===== config.mk =====
export PLATFORM = sky130hd
export DESIGN_NAME = sort_stream_ctrl
export DESIGN_NICKNAME = d
export VERILOG_FILES = /design/src/rtl/sort_stream_ctrl.sv
export SDC_FILE = /design/constraint.sdc
export NUM_CORES = 1
export LEC_CHECK = 0
export ABC_AREA = 1
export CORE_UTILIZATION = 55
export DETAILED_ROUTE_END_ITERATION = 12
export DONT_BUFFER_PORTS = 1
export PLACE_DENSITY = 0.82
export SKIP_CTS_REPAIR_TIMING = 1
export SLEW_MARGIN = 20
export SYNTH_ARGS = -nofsm -noshare
export SYNTH_HDL_FRONTEND = slang
export SYNTH_SLANG_ARGS = --single-unit

===== constraint.sdc =====
create_clock -name clk -period 2.2 [get_ports clk]
set_input_delay 0.55 -clock clk [delete_from_list [all_inputs] [get_ports clk]]
set_output_delay 0.55 -clock clk [all_outputs]
set_load 0.02 [all_outputs]

===== src/rtl/sort_stream_ctrl.sv =====
// Stream-to-vector sequencer around a parallel bitonic sorter: packs one frame
// into the sorter input, launches a single sort, then drains the sorted lanes serially.
module sort_stream_ctrl #(
  parameter int LOG_INPUT  = 3,
  parameter int DATA_WIDTH = 4,
  parameter bit ASCENDING  = 1'b0,
  parameter int TIMEOUT    = 255
) (
  input  logic                                 clk,
  input  logic                                 rst,
  // valid/ready: a transfer happens on a rising edge where valid && ready; the
  // source holds data/last stable from raising valid until that transfer.
  input  logic                                 in_valid,
  output logic                                 in_ready,
  input  logic [DATA_WIDTH-1:0]                in_data,
  input  logic                                 in_last,
  output logic                                 out_valid,
  input  logic                                 out_ready,
  output logic [DATA_WIDTH-1:0]                out_data,
  output logic                                 out_last,
  output logic [DATA_WIDTH*(2**LOG_INPUT)-1:0] sort_x,
  output logic                                 sort_x_valid,
  input  logic [DATA_WIDTH*(2**LOG_INPUT)-1:0] sort_y,
  input  logic                                 sort_y_valid,
  output logic                                 busy,
  output logic                                 timeout_err,
  output logic [1:0]                           dbg_state
);
  localparam int N  = 2 ** LOG_INPUT;
  localparam int VW = DATA_WIDTH * N;
  localparam int TW = ($clog2(TIMEOUT + 1) > 8) ? $clog2(TIMEOUT + 1) : 8;
  localparam logic [DATA_WIDTH-1:0] PAD      = {DATA_WIDTH{ASCENDING}};
  localparam logic [LOG_INPUT:0]    ONE      = {{LOG_INPUT{1'b0}}, 1'b1};
  localparam logic [TW-1:0]         TMR_LAST = TW'(TIMEOUT - 1);

  typedef enum logic [1:0] {
    S_LOAD   = 2'd0,
    S_LAUNCH = 2'd1,
    S_WAIT   = 2'd2,
    S_DRAIN  = 2'd3
  } state_t;

  state_t               state_q, state_d;
  logic                 run_q, run_d;
  logic [LOG_INPUT-1:0] count_q, count_d;
  logic [LOG_INPUT-1:0] idx_q, idx_d;
  logic [LOG_INPUT:0]   rcnt_q, rcnt_d;
  logic [TW-1:0]        tmr_q, tmr_d;
  logic [VW-1:0]        sort_x_q, sort_x_d;
  logic [VW-1:0]        result_q, result_d;
  logic                 timeout_q, timeout_d;
  logic                 frame_close;
  logic                 drain_last;

  always_ff @(posedge clk or negedge rst) begin
    if (!rst) begin
      state_q   <= S_LOAD;
      run_q     <= 1'b0;
      count_q   <= '0;
      idx_q     <= '0;
      rcnt_q    <= '0;
      tmr_q     <= '0;
      sort_x_q  <= '0;
      result_q  <= '0;
      timeout_q <= 1'b0;
    end else begin
      state_q   <= state_d;
      run_q     <= run_d;
      count_q   <= count_d;
      idx_q     <= idx_d;
      rcnt_q    <= rcnt_d;
      tmr_q     <= tmr_d;
      sort_x_q  <= sort_x_d;
      result_q  <= result_d;
      timeout_q <= timeout_d;
    end
  end

  always_comb begin
    state_d      = state_q;
    run_d        = 1'b1;
    count_d      = count_q;
    idx_d        = idx_q;
    rcnt_d       = rcnt_q;
    tmr_d        = tmr_q;
    sort_x_d     = sort_x_q;
    result_d     = result_q;
    timeout_d    = timeout_q;
    in_ready     = run_q && (state_q == S_LOAD);
    out_valid    = 1'b0;
    out_data     = '0;
    out_last     = 1'b0;
    sort_x_valid = 1'b0;
    frame_close  = in_last || (&count_q);
    drain_last   = ({1'b0, idx_q} == (rcnt_q - ONE));

    unique case (state_q)
      S_LOAD: begin
        if (in_valid && in_ready) begin
          // Padding is written together with the closing element so sort_x is
          // already complete during the launch cycle.
          for (int i = 0; i < N; i++) begin
            if (LOG_INPUT'(i) == count_q) begin
              sort_x_d[DATA_WIDTH*i +: DATA_WIDTH] = in_data;
            end else if (frame_close && (LOG_INPUT'(i) > count_q)) begin
              sort_x_d[DATA_WIDTH*i +: DATA_WIDTH] = PAD;
            end
          end
          if (frame_close) begin
            state_d = S_LAUNCH;
            rcnt_d  = {1'b0, count_q} + ONE;
            count_d = '0;
          end else begin
            count_d = count_q + 1'b1;
          end
        end
      end
      S_LAUNCH: begin
        sort_x_valid = 1'b1;
        tmr_d        = '0;
        state_d      = S_WAIT;
      end
      S_WAIT: begin
        if (sort_y_valid) begin
          result_d = sort_y;
          idx_d    = '0;
          state_d  = S_DRAIN;
        end else if (tmr_q == TMR_LAST) begin
          timeout_d = 1'b1;
          count_d   = '0;
          state_d   = S_LOAD;
        end else begin
          tmr_d = tmr_q + 1'b1;
        end
      end
      S_DRAIN: begin
        out_valid = 1'b1;
        out_data  = result_q[DATA_WIDTH*idx_q +: DATA_WIDTH];
        out_last  = drain_last;
        if (out_ready) begin
          if (drain_last) begin
            count_d = '0;
            state_d = S_LOAD;
          end else begin
            idx_d = idx_q + 1'b1;
          end
        end
      end
      default: state_d = S_LOAD;
    endcase
  end

  assign sort_x      = sort_x_q;
  assign busy        = !((state_q == S_LOAD) && (count_q == '0));
  assign timeout_err = timeout_q;
  assign dbg_state   = state_q;

endmodule

Word level (Yosys, flattened, before mapping):

Cells that the tools add are included.

* register bits: 86
* bits of input ports: 42
* output and inout port bits: 44
* word-level logic and storage cells: 136

* add/sub/neg operators: 5
* order comparisons: 8
* equality and inequality tests: 22
* shift operators: 1
* muxes and demuxes: 41
* bitwise logic cells: 1
* reduce and logical (&&, ||, !) cells: 42

Operator list (number)
* 4-bit two-way mux: 17
* 3-bit AND reduction: 12
* 32-bit by 6-bit variable part select with 4-bit output: 1
* 3-bit two-way mux: 9
* 2-bit nonzero test: 10
* 8-bit two-way mux: 2
* 2-bit != test, second input constant: 8
* 8-bit one-hot mux with 2 select lines: 1
* 3-bit == test, first input constant: 4
* 3-bit greater-than comparator, first input constant: 4
* 2-bit two-way mux: 6
* 1-bit logical AND: 11
* 3-bit one-hot mux with 3 select lines: 1
* 8-bit by 1-bit adder with 8-bit output, second input constant: 1
* 8-bit == test, second input constant: 1
* 2-bit one-hot mux with 4 select lines: 1
* 3-bit by 1-bit adder with 3-bit output, second input constant: 2
* 2-bit by 3-bit == test with 1-bit output, first input constant: 2
* 1-bit by 3-bit greater-than comparator with 1-bit output, first input constant: 2
* 2-bit by 3-bit greater-than comparator with 1-bit output, first input constant: 2
* 3-bit one-hot mux with 2 select lines: 1
* 6-bit AND reduction: 1
* 5-bit AND reduction: 1
* 3-bit by 1-bit adder with 4-bit output, second input constant: 1
* 16 further kinds: 19

Logic depth before layout (Yosys ltp):

* depth after elaboration: 5
* gate-level depth with buffers: 12
* depth with buffers taken out: 12

Least setup slack after synthesis:

Ideal clock, no wire load.

* path type: register to output
* from: reg state_q[0] (netlist: dbg_state[0])
* to: out out_data[0]
* arrival: 1468 ps
* data required time: 1650 ps
* path slack: 182 ps
* cell stages (with the launch flop): 5
* buffers on the path: 1
* path through: dfrtp_1 -> ha_1 -> buf_2 -> o21ai_0 -> nor2_1

* longest elaborated chain between the ends: 2

RTL lines
* start, declared: RTL line 43 `state_t state_q, state_d;`
* start signal, assigned: RTL line 67 `state_q <= state_d;`
* 2-bit == test: RTL line 97 `unique case (state_q)`
* 4-bit two-way mux: RTL line 97
* end, declared: RTL line 19 `output logic [DATA_WIDTH-1:0] out_data,`

No other way between the ends.

Worst setup path after layout:

* from: reg idx_q[0]
* to: out out_data[2]

* longest elaborated chain between the ends: 2

RTL lines
* start, declared: RTL line 46 `logic [LOG_INPUT-1:0] idx_q, idx_d;`
* start signal, assigned: RTL line 70 `idx_q <= idx_d;`
* 32-bit by 6-bit variable part select with 4-bit output: RTL line 138 `out_data = result_q[DATA_WIDTH*idx_q +: DATA_WIDTH];`
* 4-bit two-way mux: RTL line 97

No other way between the ends.

==> flow_metrics.py <==
metrics = {
    "run_status": {
        "status": "complete, but fails checks",
        "violations": "negative hold slack",
    },
    "synthesis": {
        "synth.yosys.seq_area_share_pct": 51.25,
        "netlist_instances": 507,
        "synth_cell_types": 31,
        "yosysWarningCount": 0,
        "synth-edff-count": 0,
        "ys_seq_elements": 86,
        "synth_ff_type": "dfrtp_1",
        "syn_area_per_cell_um2": 8.282,
        "async_reset_ff_share_pct": 100.0,
        "syn-num-nets": 562,
        "synth_area_um2": 4199,
        "yosysTopAreaCellShare_pct": 51.25,
        "synth_largest_area_cell": "dfrtp_1",
        "yosys-top-cells-area": "dfrtp_1, nand2_1, o21ai_0",
    },
    "route": {
        "vias": 3430,
        "wl_per_cell_um": 14.55,
        "wl_um": 9123,
        "vias_per_cell": 5.470,
        "drcViolationCount": 0,
        "drtPass1Iterations": 5,
        "drt_iter0_markers": 197,
        "final_antenna_net_count": 0,
        "highest_layer": "met4",
        "met1_length_um": 3776,
        "wl_met3_um": 627,
        "dr_wl_met2_um": 4590,
    },
    "critical_path": {
        "cp.arrival_ps": 1630,
        "crit_path_start_kind": "flip-flop",
        "crit_family": "flip-flops",
        "crit_required_ps": 1650,
        "cp_max_fo": 8,
        "slowest_delay_ps": 480,
        "cpMaxStageDelayCell": "dfrtp_2",
        "path_common_cell": "nor2_1",
        "crit_type": "reg2out",
        "path_cells": "buf_6, o21ai_0, o22ai_1, nor2_1, nor2_1, buf_4",
        "worst-path-buf-inv": 2,
        "end_kind": "primary output",
    },
    "sta": {
        "timing_hold_violations_final": 86,
        "period_needed_ps": 2176,
        "skew_ps": 11.96,
        "drv_slew": 0,
        "finalSetupViolations": 0,
        "clock.fmax_mhz": 459.5,
        "hold_ws_ps": -114.8,
        "period_share_pct": 98.91,
        "tightest_slew_ps": 530.7,
        "rsz0062_at_grt": "true",
        "layout_setup_ws_ps": 23.91,
        "slew_headroom_pct": 64.32,
    },
    "power": {
        "peakVddDrop_mv": 0.7234,
        "p_leak_nw": 2.324,
        "power_density_nw_per_um2": 1246,
        "power_w": 0.005744,
    },
    "placed_design": {
        "placed_area_um2": 4327,
        "dp.final_hpwl_um": 6445,
        "port_buffers": 0,
        "pre_cts_ws_ps": 225.6,
        "gp_congestion": 0.8855,
    },
    "global_route": {
        "track_usage_pct": 23.90,
        "grt_remaining_overflow": 0,
        "grt_max_degree": 87,
        "first_global_vias": 3249,
        "antenna_found_initial": 0,
        "grt_pass1_wl_um": 14680,
    },
    "clock_network": {
        "cts_buffers": 9,
        "clk_pin_slew_ps": 90,
        "clock-sinks": 86,
        "clk_latency_ps": 350,
        "cts_max_path_buffers": 2,
        "cts_tree": "built",
        "cts_max_level": 3,
        "clockRootBuffer": "clkbuf_8",
    },
    "die": {
        "initial_core_util_pct": 57.28,
        "rows": 31,
        "core_um2": 7331,
        "io_pins": 86,
        "die_area_um2": 7988,
        "die_x_um": 89.38,
        "fp.dieH_um": 89.38,
    },
    "final_layout": {
        "insertedDiodeCount": 0,
        "final_cell_mix": "nand2_1, dfrtp_1, inv_1",
        "syn_to_final_growth_pct": 9.774,
        "fin_nets": 578,
        "final_core_util_pct": 62.88,
        "drive_gt1_share_pct": 14.20,
        "mostFrequentLayoutCell": "nand2_1",
        "design_area_um2": 4609,
    },
    "hold_path": {
        "hp-class": "in2async",
    },
    "flow_run": {
        "max_cap_viol_count": 0,
    },
}
==> registers in the layout, indices dropped and copies added, names as in the netlist <==
name and cells:
rcnt_q 4, result_q 32, run_q 1, tmr_q 8, timeout_err 1, sort_x 32
dbg_state 2, count_q 3, idx_q 3
==> worst register-to-register path, stage by stage, from the launching register on <==
cell and delay (ps):
dfrtp_1 480, ha_1 250, ha_1 210, nor2_1 370, nor2_4 130, nand2_1 250
nand3_1 120, o21ai_0 110
==> worst paths after layout <==
| kind | slack [ps] | end | cells past startpoint | start |
|---|---|---|---|---|
| setup / recovery | 20 | out_data[2] | 6 | idx_q[0]$_DFFE_PN0P_ |
| hold / removal | -110 | sort_x[9]$_DFFE_PN0P_ | 0 | rst |
| setup reg to reg | 210 | sort_x[18]$_DFFE_PN0P_ | 7 | count_q[0]$_DFFE_PN0P_ |
| hold reg to reg | 500 | result_q[26]$_DFFE_PN0P_ | 2 | result_q[26]$_DFFE_PN0P_ |
| max in group asynchronous | 2190 | idx_q[0]$_DFFE_PN0P_ | 0 | rst |
| min in group clk | 300 | result_q[6]$_DFFE_PN0P_ | 2 | sort_y[6] |
==> final cells by class <==
type | instances | area, um^2
flip-flops and latches | 86 | 2156
clock buffers | 9 | 123.9
inverters | 55 | 209.0
repair buffers | 20 | 155.1
well taps | 99 | 123.9
clock inverters | 7 | 56.30
fillers | 614 | 2721
multi-input cells | 351 | 1785
==> metal layers <==
| metal | vias to the layer above | global-route usage [%] |
|---|---|---|
| met5 | - | 0 |
| met4 | 0 | 8.802 |
| met3 | 13 | 4.709 |
| met2 | 137 | 41.71 |
| met1 | 1619 | 29.45 |
| li1 | 1661 | - |
==> per-stage QoR <==
| step | hold slack [ps] | setup TNS (ps) | cells |
|---|---|---|---|
| floorplan | 254.4 | 0 | 507 |
| global placement | 257.4 | 0 | 602 |
| detailed placement | 256.5 | 0 | 602 |
| CTS | -128.0 | -796.9 | 618 |
| global route | -135.4 | -199.0 | 627 |
| finish | -114.8 | 0 | 627 |
==> synth_stat cells (3+ instances only) <==
cell	count
nor2_1	37
nand4_1	9
nor2_4	3
a21oi_1	4
inv_1	49
nand3_1	28
buf_2	8
o21ai_0	45
buf_4	3
ha_1	13
clkbuf_1	3
nand2_2	6
o22ai_1	20
mux2i_1	4
dfrtp_1	86
o21ai_2	5
o31ai_1	3
inv_2	6
nand2_1	160
==> cell families (layout without fill, tap and decap cells) <==
kind of cell             after synthesis  count (layout)  synth area share, %
other                                  1               1              0.08931
multiplexers                           4               4               0.9536
AO/OA/AOI/OAI                         78              78                10.61
flip-flops                            86              86                51.25
adder cells (fa/ha/maj)               13              13                3.874
XOR/XNOR                               4               4               0.8345
buffers and inverters                 70              91                6.794
AND/OR/NAND/NOR                      251             251                25.60
==> where the power goes <==
| group | total, W | internal [W] | switching [W] |
|---|---|---|---|
| Clock | 0.00101 | 0.000422 | 0.000588 |
| Sequential | 0.00270 | 0.00210 | 0.000599 |
| Combinational | 0.00204 | 0.000797 | 0.00124 |
| Total | 0.00574 | 0.00331 | 0.00243 |
Note: power is estimated with default switching activity, not from simulation.
